**src/rtl/mul_seq_ctrl.sv**
```systemverilog
// mul_seq_ctrl: iterative shift-add multiply sequencer for the execute stage.
// Accepts a MUL request, stalls the pipeline for WIDTH iterations plus one
// result cycle, and returns a full 2*WIDTH product (signed or unsigned).
module mul_seq_ctrl #(
  parameter int          WIDTH    = 32,
  parameter logic [3:0]  MUL_CODE = 4'd3
) (
  input  logic             clk_i,
  input  logic             rst_i,
  input  logic             start_i,
  input  logic [3:0]       ALUCtrl_i,
  input  logic             signed_i,
  input  logic [WIDTH-1:0] src1_i,
  input  logic [WIDTH-1:0] src2_i,
  output logic             busy_o,
  output logic             done_o,
  output logic [WIDTH-1:0] result_lo_o,
  output logic [WIDTH-1:0] result_hi_o
);

  localparam int CW = (WIDTH > 1) ? $clog2(WIDTH) : 1;

  typedef enum logic [1:0] {
    S_IDLE = 2'd0,
    S_RUN  = 2'd1,
    S_DONE = 2'd2
  } state_t;

  state_t             r_state;
  state_t             w_stateNext;
  logic [CW-1:0]      r_count;
  logic [2*WIDTH-1:0] r_acc;
  logic [WIDTH-1:0]   r_mplier;
  logic [WIDTH-1:0]   r_mcand;
  logic               r_neg;

  logic               w_accept;
  logic               w_lastIter;
  logic [WIDTH-1:0]   w_mag1;
  logic [WIDTH-1:0]   w_mag2;
  logic [WIDTH:0]     w_sum;
  logic [2*WIDTH-1:0] w_accStep;
  logic [2*WIDTH-1:0] w_product;

  // Accept decode, operand magnitudes and one shift-add step of the accumulator
  always_comb begin
    w_accept   = (r_state == S_IDLE) && start_i && (ALUCtrl_i == MUL_CODE);
    w_lastIter = (r_count == CW'(WIDTH - 1));
    w_mag1     = (signed_i && src1_i[WIDTH-1]) ? (~src1_i + WIDTH'(1)) : src1_i;
    w_mag2     = (signed_i && src2_i[WIDTH-1]) ? (~src2_i + WIDTH'(1)) : src2_i;
    w_sum      = {1'b0, r_acc[2*WIDTH-1:WIDTH]} +
                 (r_mplier[0] ? {1'b0, r_mcand} : {(WIDTH+1){1'b0}});
    w_accStep  = {w_sum, r_acc[WIDTH-1:1]};
    w_product  = r_neg ? (~w_accStep + (2*WIDTH)'(1)) : w_accStep;
  end

  // State register
  always_ff @(posedge clk_i) begin
    if (rst_i) begin
      r_state <= S_IDLE;
    end else begin
      r_state <= w_stateNext;
    end
  end

  // Next-state logic and state-decoded status outputs
  always_comb begin
    w_stateNext = r_state;
    busy_o      = 1'b0;
    done_o      = 1'b0;
    case (r_state)
      S_IDLE: begin
        if (w_accept) begin
          w_stateNext = S_RUN;
        end
      end
      S_RUN: begin
        busy_o = 1'b1;
        if (w_lastIter) begin
          w_stateNext = S_DONE;
        end
      end
      S_DONE: begin
        busy_o      = 1'b1;
        done_o      = 1'b1;
        w_stateNext = S_IDLE;
      end
      default: begin
        w_stateNext = S_IDLE;
      end
    endcase
  end

  // Operand latching, iteration datapath and result register
  always_ff @(posedge clk_i) begin
    if (rst_i) begin
      r_count     <= '0;
      r_acc       <= '0;
      r_mplier    <= '0;
      r_mcand     <= '0;
      r_neg       <= 1'b0;
      result_lo_o <= '0;
      result_hi_o <= '0;
    end else if (w_accept) begin
      r_count  <= '0;
      r_acc    <= '0;
      r_mcand  <= w_mag1;
      r_mplier <= w_mag2;
      r_neg    <= signed_i & (src1_i[WIDTH-1] ^ src2_i[WIDTH-1]);
    end else if (r_state == S_RUN) begin
      r_acc    <= w_accStep;
      r_mplier <= r_mplier >> 1;
      r_count  <= r_count + CW'(1);
      if (w_lastIter) begin
        result_hi_o <= w_product[2*WIDTH-1:WIDTH];
        result_lo_o <= w_product[WIDTH-1:0];
      end
    end
  end

endmodule

```
**config.mk**
```make
export PLATFORM = sky130hd
export DESIGN_NAME = mul_seq_ctrl
export DESIGN_NICKNAME = d
export VERILOG_FILES = /design/src/rtl/mul_seq_ctrl.sv
export SDC_FILE = /design/constraint.sdc
export NUM_CORES = 1
export LEC_CHECK = 0
export BUFFER_PORTS_ARGS = -buffer_cell sky130_fd_sc_hd__buf_4
export CAP_MARGIN = 40
export CORE_AREA = 2 2 154 156
export DETAILED_ROUTE_END_ITERATION = 6
export DIE_AREA = 0 0 156 158
export PLACE_DENSITY = 0.86
export SLEW_MARGIN = 10
export SYNTH_ARGS = -nofsm -noshare
export SYNTH_HDL_FRONTEND = slang
export SYNTH_SLANG_ARGS = --single-unit
```
**constraint.sdc**
```tcl
create_clock -name clk_i -period 3.86 [get_ports clk_i]
set_input_delay 0.386 -clock clk_i [delete_from_list [all_inputs] [get_ports clk_i]]
set_output_delay 0.386 -clock clk_i [all_outputs]
set_load 0.01 [all_outputs]
```
==> impl_metrics.json <==
{
  "maxSlewViolCount": 0,
  "drive_gt1_frac": 0.240,
  "start_util": 0.531,
  "ys_ff_latch": 199,
  "wl_per_cell_um": 16.9,
  "num_vias": 11800,
  "critPathLaunch": "r_mplier[0]$_SDFFE_PP0P_",
  "die_h_um": 158,
  "maxCapViolations": 0,
  "synth-main-ff-cell": "dfxtp_1",
  "layout_common_cells": "285 x buf_4, 229 x nor2_1, 197 x dfxtp_1, 113 x a211oi_1, 101 x nand2_1",
  "slowest_stage": "or4b_4",
  "synth_cell_type_count": 75,
  "cp.depth": 14,
  "slew_headroom": 0.528,
  "hold_viol_final": 0,
  "clkLatencyLatePin_ns": 0.45,
  "violations": "DRC, setup timing",
  "place_hpwl_um": 25200,
  "grtUsageTotal": 0.269,
  "rsz0062_at_grt": "true",
  "core_sq_mm": 0.0231,
  "cts_buffers": 17,
  "synth_fp_nets": 1618,
  "power_density_mw_per_mm2": 279,
  "layout.cells.most_common": "buf_4",
  "drt_iter0_drc": 888,
  "drt-pass1-iter-count": 7,
  "clkSinkCount": 199,
  "fin_crit_sh": 1.02,
  "synth_area_sq_mm": 0.0122,
  "antenna_cells": 0,
  "chipWidth_um": 156,
  "dpl-instance-area_sq_mm": 0.0144,
  "place.gp.congestion": 0.934,
  "yosysSeqAreaShare": 0.326,
  "synth_cells": 1505,
  "totalWireLength_um": 34200,
  "crit_buf_inv": 2,
  "grt_pass1_wl_um": 53900,
  "clk_pin_slew_ns": 0.08,
  "io_buffers": 137,
  "setup_ws_ns": -0.0669,
  "r2r-start": "r_mplier[0]$_SDFFE_PP0P_",
  "synth-edff-count": 0,
  "ant_nets": 0,
  "crit_type": "flop to flop",
  "cpMostUsedCell": "buf_4",
  "min_path_type": "input pin to flop",
  "grt_max_degree": 87,
  "ys.warnings.count": 0,
  "status": "finished, violations left",
  "antenna_found_initial": 0,
  "synthArstFlopShare": 0,
  "p_leak_nw": 6.25,
  "n_fill_cell": 1853,
  "htreeDepth": 4,
  "fmax_mhz": 255,
  "die-area_sq_mm": 0.0246,
  "final-seq-area_sq_mm": 0.00399,
  "cts_buffer_depth": 2,
  "r2r_cells": 14,
  "syn-mean-instance-area_sq_um": 8.13,
  "crit_family": "simple AND/OR/NAND/NOR gates",
  "core.rowCount": 56,
  "pre_cts_ws_ns": -0.229,
  "fin_nets": 1834,
  "final_cell_area_sq_mm": 0.0155,
  "ir_worst_vdd_mv": 0.273,
  "fin_crit_ns": 3.93,
  "route.detailed.drc": 2,
  "clock_tree.root_cell": "clkbuf_16",
  "vias_per_cell": 5.85,
  "setup_viol": 1,
  "tightestPinTransition_ns": 0.708,
  "critPathArrivalTime_ns": 4.28,
  "fin_worst_skew_ns": 0.0107,
  "syn2layout_area_growth_pct": 26.9,
  "grt_pass1_vias": 10700,
  "cp-end-kind": "flop",
  "critPathRequiredTime_ns": 4.21,
  "worstHoldStart": "src1_i[0]",
  "max_stage_delay_ns": 0.55,
  "holdWs_ns": 0.223,
  "path_cells": "buf_4 -> and2_1 -> ha_2 -> nor2_2 -> nor4_4 -> buf_4 -> or4b_1 -> nand3_1 -> o21bai_1 -> or3b_1 -> or4b_4 -> o41ai_4 -> xor2_2 -> a211oi_2",
  "multi_input_area_sq_mm": 0.00817,
  "critPathLaunchType": "flop",
  "ios": 138,
  "crit_fanout": 6,
  "overflow": 0,
  "tritoncts": "built",
  "hold_depth": 3
}
## power by group
part	internal, mW	leakage [nW]	switching (mW)
clock network	0.961	0.308	0.964
registers	2.07	1.61	0.0106
logic	0.150	4.34	0.183
## timing repair
action,in CTS,in global routing
pin swaps,1,18
hold buffers,0,0
resized for setup,14,64
gates cloned,0,0
endpoints found under the setup margin,15,15
setup buffers,1,9
## final cells by class
class                      count  share of cell area
sequential                   199               0.257
tap                          290              0.0234
clock inverter                15              0.0135
inverter                      22             0.00532
multi-input combinational   1188               0.526
clock buffer                  17              0.0274
timing repair buffer         293               0.147
## kinds of logic after synthesis
| family | synth area share |
|---|---|
| buffers and inverters | 0.0364 |
| xor gates and xnor gates | 0.0952 |
| AOI/OAI and AO/OA | 0.205 |
| DFF | 0.326 |
| muxes | 0.0778 |
| and+or+nand+nor | 0.218 |
| adders and majority gates | 0.0425 |
## final timing paths
kind / endpoint / slack, ns
setup / recovery: result_hi_o[25]$_SDFFE_PP0P_ / -0.07
hold reg to reg: r_mcand[31]$_SDFFE_PP0P_ / 0.46
hold / removal: r_mcand[0]$_SDFFE_PP0P_ / 0.22
setup reg to reg: result_hi_o[25]$_SDFFE_PP0P_ / -0.07
## metrics by stage
step	setup TNS [ns]	total power, mW	std cells	utilization
floorplan	-0.00838	2.31	1505	-
global placement	-0.311	2.44	1979	0.625
detailed placement	-1.49	2.45	1981	0.626
CTS	-0.0524	4.34	2014	0.656
global route	-0.584	4.47	2024	0.673
finish	-0.0669	4.34	2024	0.673
## registers in the layout, summed over array words and instances, names as in the netlist
| signal | count |
|---|---|
| r_state | 2 |
| r_count | 5 |
| r_acc | 63 |
| result_lo_o | 32 |
| result_hi_o | 32 |
| r_mcand | 32 |
| r_neg | 1 |
| r_mplier | 32 |
## per-layer routing
layer,part of all wire,vias to the layer above,global-route usage
met5,0,-,0
met4,0.016,0,0.0682
met3,0.059,43,0.0323
met2,0.45,376,0.432
met1,0.47,5561,0.386
li1,-,5868,-
## worst reg2reg max path, stage by stage, from the launching register on
cell	delay (ns)
dfxtp_4	0.39
buf_4	0.15
and2_1	0.15
ha_2	0.28
nor2_2	0.22
nor4_4	0.08
buf_4	0.15
or4b_1	0.51
nand3_1	0.12
o21bai_1	0.11
or3b_1	0.41
or4b_4	0.55
o41ai_4	0.28
xor2_2	0.15
a211oi_2	0.29
## cells in the mapped netlist, types with 5 or more instances
master    number  area, sq um
nor2_1       232          871
dfxtp_1      199         3980
a211oi_1     116          871
nand2_1      104          390
mux2i_1       94          941
xor2_1        90          788
clkbuf_1      82          308
a21oi_1       75          375
o21ai_0       63          315
and2_1        43          269
xnor2_1       43          377
ha_1          40          500
o31ai_1       27          203
nand3_1       26          130
nor3_1        25          125
inv_1         22         82.6
or3_1         20          125
o41ai_1       16          140
nor4_1        13         81.3
buf_1         12         45.0
a31oi_1       11         68.8
nand4_1       11         68.8
and3_1        10         62.6
or4_1         10         75.1
nand3b_1       9         67.6
a311oi_1       8         70.1
a21o_1         7         52.6
nand2b_1       7         43.8
o211ai_1       6         45.0
o221ai_1       6         52.6
and4_1         5         43.8
nor2b_1        5         31.3
nor3b_1        5         37.5
or2_2          5         31.3
(Power assumes the default switching activity.)
